$ cat src/rtl/ahb2apb.sv
// AHB-Lite slave to APB master bridge, one transfer outstanding; ACCESS timeout enabled by AHB2APB_TIMEOUT_EN.
// Latency: read 3 data-phase cycles, write 4, plus one per pready-low ACCESS cycle.
// Backpressure: hreadyout low from accept until APB completes; pready low stalls ACCESS.
module ahb2apb #(
    parameter int A_WIDTH = 32,
    parameter int D_WIDTH = 32,
    parameter int TIMEOUT = 255
) (
    input  logic               clk_i,
    input  logic               rst_i,
    input  logic               hsel,
    input  logic [A_WIDTH-1:0] haddr,
    input  logic [1:0]         htrans,
    input  logic               hwrite,
    input  logic [D_WIDTH-1:0] hwdata,
    input  logic               hready,
    output logic               hreadyout,
    output logic               hresp,
    output logic [D_WIDTH-1:0] hrdata,
    output logic               psel,
    output logic               penable,
    output logic               pwrite,
    output logic [A_WIDTH-1:0] paddr,
    output logic [D_WIDTH-1:0] pwdata,
    input  logic [D_WIDTH-1:0] prdata,
    input  logic               pready,
    input  logic               pslverr
);

    typedef enum logic [2:0] {
        IDLE   = 3'd0,
        WDATA  = 3'd1,
        SETUP  = 3'd2,
        ACCESS = 3'd3,
        ERR1   = 3'd4,
        ERR2   = 3'd5
    } state_t;

    state_t state;
    state_t state_nxt;
    logic   accept;
    logic   timeout_hit;
    logic   unused_ok;

    // htrans[0] only distinguishes NONSEQ from SEQ, which the bridge treats alike.
    assign unused_ok = htrans[0] | (TIMEOUT < 1);

    assign accept = ((state == IDLE) || (state == ERR2)) && hsel && hready && htrans[1];

`ifdef AHB2APB_TIMEOUT_EN
    localparam int CW = ($clog2(TIMEOUT + 1) > 8) ? $clog2(TIMEOUT + 1) : 8;

    logic [CW-1:0] to_cnt;

    // Counts pready-low ACCESS cycles; the TIMEOUT-th one aborts.
    always_ff @(posedge clk_i or posedge rst_i) begin
        if (rst_i) begin
            to_cnt <= '0;
        end else if (state == SETUP) begin
            to_cnt <= '0;
        end else if ((state == ACCESS) && !pready) begin
            to_cnt <= to_cnt + 1'b1;
        end
    end

    assign timeout_hit = (to_cnt == CW'(TIMEOUT - 1));
`else
    assign timeout_hit = 1'b0;
`endif

    always_ff @(posedge clk_i or posedge rst_i) begin
        if (rst_i) begin
            state <= IDLE;
        end else begin
            state <= state_nxt;
        end
    end

    always_comb begin
        state_nxt = state;
        case (state)
            IDLE, ERR2: state_nxt = accept ? (hwrite ? WDATA : SETUP) : IDLE;
            WDATA:      state_nxt = SETUP;
            SETUP:      state_nxt = ACCESS;
            ACCESS: begin
                if (pready) begin
                    state_nxt = pslverr ? ERR1 : IDLE;
                end else if (timeout_hit) begin
                    state_nxt = ERR1;
                end
            end
            ERR1:       state_nxt = ERR2;
            default:    state_nxt = IDLE;
        endcase
    end

    always_ff @(posedge clk_i or posedge rst_i) begin
        if (rst_i) begin
            paddr  <= '0;
            pwrite <= 1'b0;
            pwdata <= '0;
            hrdata <= '0;
        end else begin
            if (accept) begin
                paddr  <= haddr;
                pwrite <= hwrite;
            end
            if (state == WDATA) begin
                pwdata <= hwdata;
            end
            if ((state == ACCESS) && pready && !pslverr && !pwrite) begin
                hrdata <= prdata;
            end
        end
    end

    assign psel      = (state == SETUP) || (state == ACCESS);
    assign penable   = (state == ACCESS);
    assign hreadyout = (state == IDLE) || (state == ERR2);
    assign hresp     = (state == ERR1) || (state == ERR2);

endmodule

$ cat config.mk
export PLATFORM = sky130hd
export DESIGN_NAME = ahb2apb
export DESIGN_NICKNAME = d
export VERILOG_FILES = /design/src/rtl/ahb2apb.sv
export SDC_FILE = /design/constraint.sdc
export NUM_CORES = 1
export LEC_CHECK = 0
export BUFFER_PORTS_ARGS = -buffer_cell sky130_fd_sc_hd__buf_2
export CORE_MARGIN = 4
export CORE_UTILIZATION = 40
export DETAILED_ROUTE_END_ITERATION = 16
export PLACE_DENSITY = 0.76
export SLEW_MARGIN = 5
export SYNTH_ARGS = -nofsm -noshare
export SYNTH_HDL_FRONTEND = slang
export SYNTH_SLANG_ARGS = --single-unit
$ cat constraint.sdc
create_clock -name clk_i -period 2.7 [get_ports clk_i]
set_input_delay 0.135 -clock clk_i [delete_from_list [all_inputs] [get_ports clk_i]]
set_output_delay 0.135 -clock clk_i [all_outputs]
set_load 0.03 [all_outputs]
-- Word-level counts from Yosys, hierarchy flattened
Cells that the tools add are included.
- bits in registers: 100
- bits of input ports: 105
- output and inout bits: 101
- word-level logic and storage cells: 29
- eq/ne operators: 6
- mux-type cells: 5
- reduce and logical (&&, ||, !) cells: 13
- operators by type and width (kind ; count):
    3-bit case mux with 5 select lines ; 1
    3-bit by 2-bit equality test with 1-bit output, second input constant ; 2
    3-bit equality test, second input constant ; 2
    1-bit logical AND ; 6
    3-bit 2-to-1 mux ; 2
    2-bit 2-to-1 mux ; 2
    3-bit by 1-bit equality test with 1-bit output, second input constant ; 1
    3-bit zero test ; 1
    1-bit logical OR ; 3
    1-bit zero test ; 2
    2-bit by 1-bit != test with 1-bit output, second input constant ; 1
    2-bit OR reduction ; 1

-- Depth between registers and ports, before layout
- depth in word-level cells: 7
- mapped depth: 5

-- Least setup slack after synthesis
No wires, ideal clock.
- path type: reg-to-reg
- from: register state[2]
- to: register paddr[10]
- library setup time: 0.125 ns
- data arrival time: 1.556 ns
- data required time: 2.575 ns
- setup slack: 1.019 ns
- stages on the path, launching flop included: 5
- buffers on the path: 1
- clock period less this slack: 1.681 ns
- cell sequence: dfrtp_1 -> xor2_1 -> nor3_2 -> buf_4 -> mux2_2
- longest elaborated chain between the ends: 5
- elaborated cells on any way between the ends: 6
- RTL lines (element ; line ; RTL):
    start, declared ; 39 ; state_t state;
    start signal, assigned ; 75 ; state <= state_nxt;
    3-bit equality test or 3-bit zero test (tied branches) ; 48 ; assign accept = ((state == IDLE) || (state == ERR2)) && hsel && hready && htrans[1];
    1-bit logical OR (*) ; 48 ;
    1-bit logical AND (*) (3 in series) ; 48 ;
    end signal, assigned ; 105 ; paddr <= haddr;
    end, declared ; 23 ; output logic [A_WIDTH-1:0] paddr,
Mark *: on every way between the ends. The rest lies on a longest branch, timed or not.
A chain may end at the register's enable or synchronous reset.

-- Worst setup path in the final report
- from: register state[2]
- to: register paddr[31]
The elaborated chain is that of the path after synthesis.

==> out/results.tsv <==
metric	value	unit
run status	complete, no violations	
Fin. Hold Viols	0	
RSZ-0062 raised after global routing	false	
largest cells by area after synthesis	dfrtp_1 65%, mux2_2 26%, mux2_4 3.5%	
Placed Instances	554	
DIE AREA	0.0112	mm²
Critical Path RT	2920	ps
WL per Instance	15.0	µm
pin count of the biggest net entering global routing	40	
Layout Utilization	0.632	
Iteration-0 DRC Markers	73	
clk_skew	17.1	ps
antenna-violating nets left	0	
Clk pin slew, worst setup/hold paths	90	ps
RePlAce Congestion	0.691	
starting density of the core	0.413	
CTS root buf	clkbuf_8	
PD cells	1240	mW/mm²
DP HPWL	6570	µm
Post-Synthesis Cell Area	0.00384	mm²
hold wc startpoint	prdata[27]	
fmax	506	MHz
Fin Setup TNS	0	ps
post-synth top area cell	dfrtp_1	
Avg Cell Area, Syn	17.0	µm²
Hold Path End	hrdata[27]	
Vias	2855	
vias in the first global route	3064	
gr usage total	0.168	
vias per cell	4.50	
number of distinct library cells after synthesis	21	
endpoint class of the critical path	register	
CP Launch Type	register	
flops & latches, synth	100	
initial antenna violation count	0	
Worst R2R End	paddr[31]	
antenna fix cells	0	
R2R depth	4	
io pins	206	
post-synth top area share	0.652	
most used standard cell by instance count after synthesis	dfrtp_1	
Num Clock Sinks	100	
TritonCTS Buffers	9	
Worst Hold Depth	2	
FILL cells	731	
die width	106	µm
Worst-Skew Late Latency	350	ps
core area	0.00928	mm²
row cnt	35	
PortBufs	204	
DR pass1 iterations	4	
post-CTS setup buffer count	0	
PostCTS Resize Cnt	0	
leakage power	2.95	nW
CTS tree	done	
worst rel slew slack	0.580	
peak supply drop	747	µV
DRC viols	0	
critical path type	register to register	
max-slew violation count	0	
clock period minus final worst setup slack	1980	ps
fin nets	605	
worst hold path type	primary input to register	
Vert. Die Dim	106	µm
EDFF count, synth	0	
top_reg_cell synth	dfrtp_1	
Syn Inst Count	226	
reg-to-reg slack, setup	720	ps
top cells by count, synth	100 x dfrtp_1, 88 x mux2_2, 9 x mux2_4	
ys async rst share	1.00	
Max-cap violations	0	
first-pass GRT wire length	15100	µm
CTS max path bufs	2	
final WL	9540	µm
layout cells sized above 1	0.642	
grt ovf	0	
Crit Path Max Fanout	24	
final-report setup violation count	0	
Synth Warn #	0	
Area growth syn-to-layout	52.8	%
net count after synthesis	331	
# H-tree levels	3	
Worst EP arrival	2200	ps
crit share post-route	0.732	
worst-margin pin slew	628	ps
FF-to-FF Start	state[2]	
Final Non-Filler Cells	634	
Seq/Total Area, Yosys	0.652	
## layout by cell type (no fill, tap or decap), types with 2 or more instances in the layout
cell type      instances
buf_2                204
dfrtp_1              100
mux2_2                88
dlygate4sd3_1         64
clkbuf_8              11
mux2_4                 9
inv_1                  3
buf_4                  3
nor2_1                 2
a221o_1                2
clkinv_4               2
buf_12                 2
## state kept, by name, summed over array words and instances, names as in the netlist
name and flops:
hrdata 32, state 3, pwrite 1, paddr 32, pwdata 32
## how the worst max path moves through the flow
stage	slack [ps]	start	endpoint
3_5_place_dp	710	state[2]	paddr[18]
6_report	720	state[2]	paddr[31]
5_1_grt	640	state[2]	paddr[31]
3_3_place_gp	760	state[2]	paddr[30]
2_1_floorplan	1020	state[2]	paddr[10]
4_1_cts	690	state[2]	paddr[18]
## critical path, stage by stage (launching register included)
cell and delay, ps:
dfrtp_1 460, xor2_1 220, nor3_4 560, buf_12 260
mux2_2 350
## cells by family (layout without fill, tap and decap cells)
kind of cell / Yosys count / after routing / share of synthesized area
DFF: 100 / 100 / 0.652
muxes: 97 / 97 / 0.293
buffers and inverters: 14 / 293 / 0.0264
and+or+nand+nor: 11 / 11 / 0.0189
AOI/OAI and AO/OA: 3 / 3 / 0.00685
xor gates and xnor gates: 1 / 1 / 0.00228
## what timing repair did
action                                  in CTS  in global routing
endpoints found under the hold margin       80                  6
hold buffers                                58                  6
endpoints found under the setup margin       0                  0
## metrics by stage
step / area [µm²] / hold WS [ps] / setup WS, ps / power, mW
after floorplan: 3840 / 281 / 1020 / 5.18
after detailed placement: 5010 / 230 / 708 / 6.29
after global placement: 5010 / 216 / 757 / 6.19
final: 5860 / 23.7 / 723 / 7.30
after global routing: 5860 / 0.431 / 636 / 7.71
after CTS: 5800 / 0.252 / 686 / 7.36
## power breakdown
group | internal, mW | switching [mW] | leakage [nW]
sequential | 2.24 | 0.383 | 1.21
clock | 0.487 | 0.496 | 0.107
combinational | 1.39 | 2.30 | 1.64
total | 4.12 | 3.18 | 2.95
## final cells by class
class                   count  area, µm²  share of cell area
well taps                 129        161              0.0275
clock buffers              12        155              0.0265
repair buffers            273       1720               0.294
clock inverters             4       56.3             0.00960
multi-input cells         112       1250               0.213
flip-flops and latches    100       2500               0.427
inverters                   4       18.8             0.00320
## layer usage
layer	wire length (µm)	share of wire	track usage
met3	685	0.072	0.0510
met5	0	0	0
met4	137	0.014	0.0518
met1	3630	0.38	0.185
met2	5090	0.53	0.310
Power figures use the tool's default switching activity.
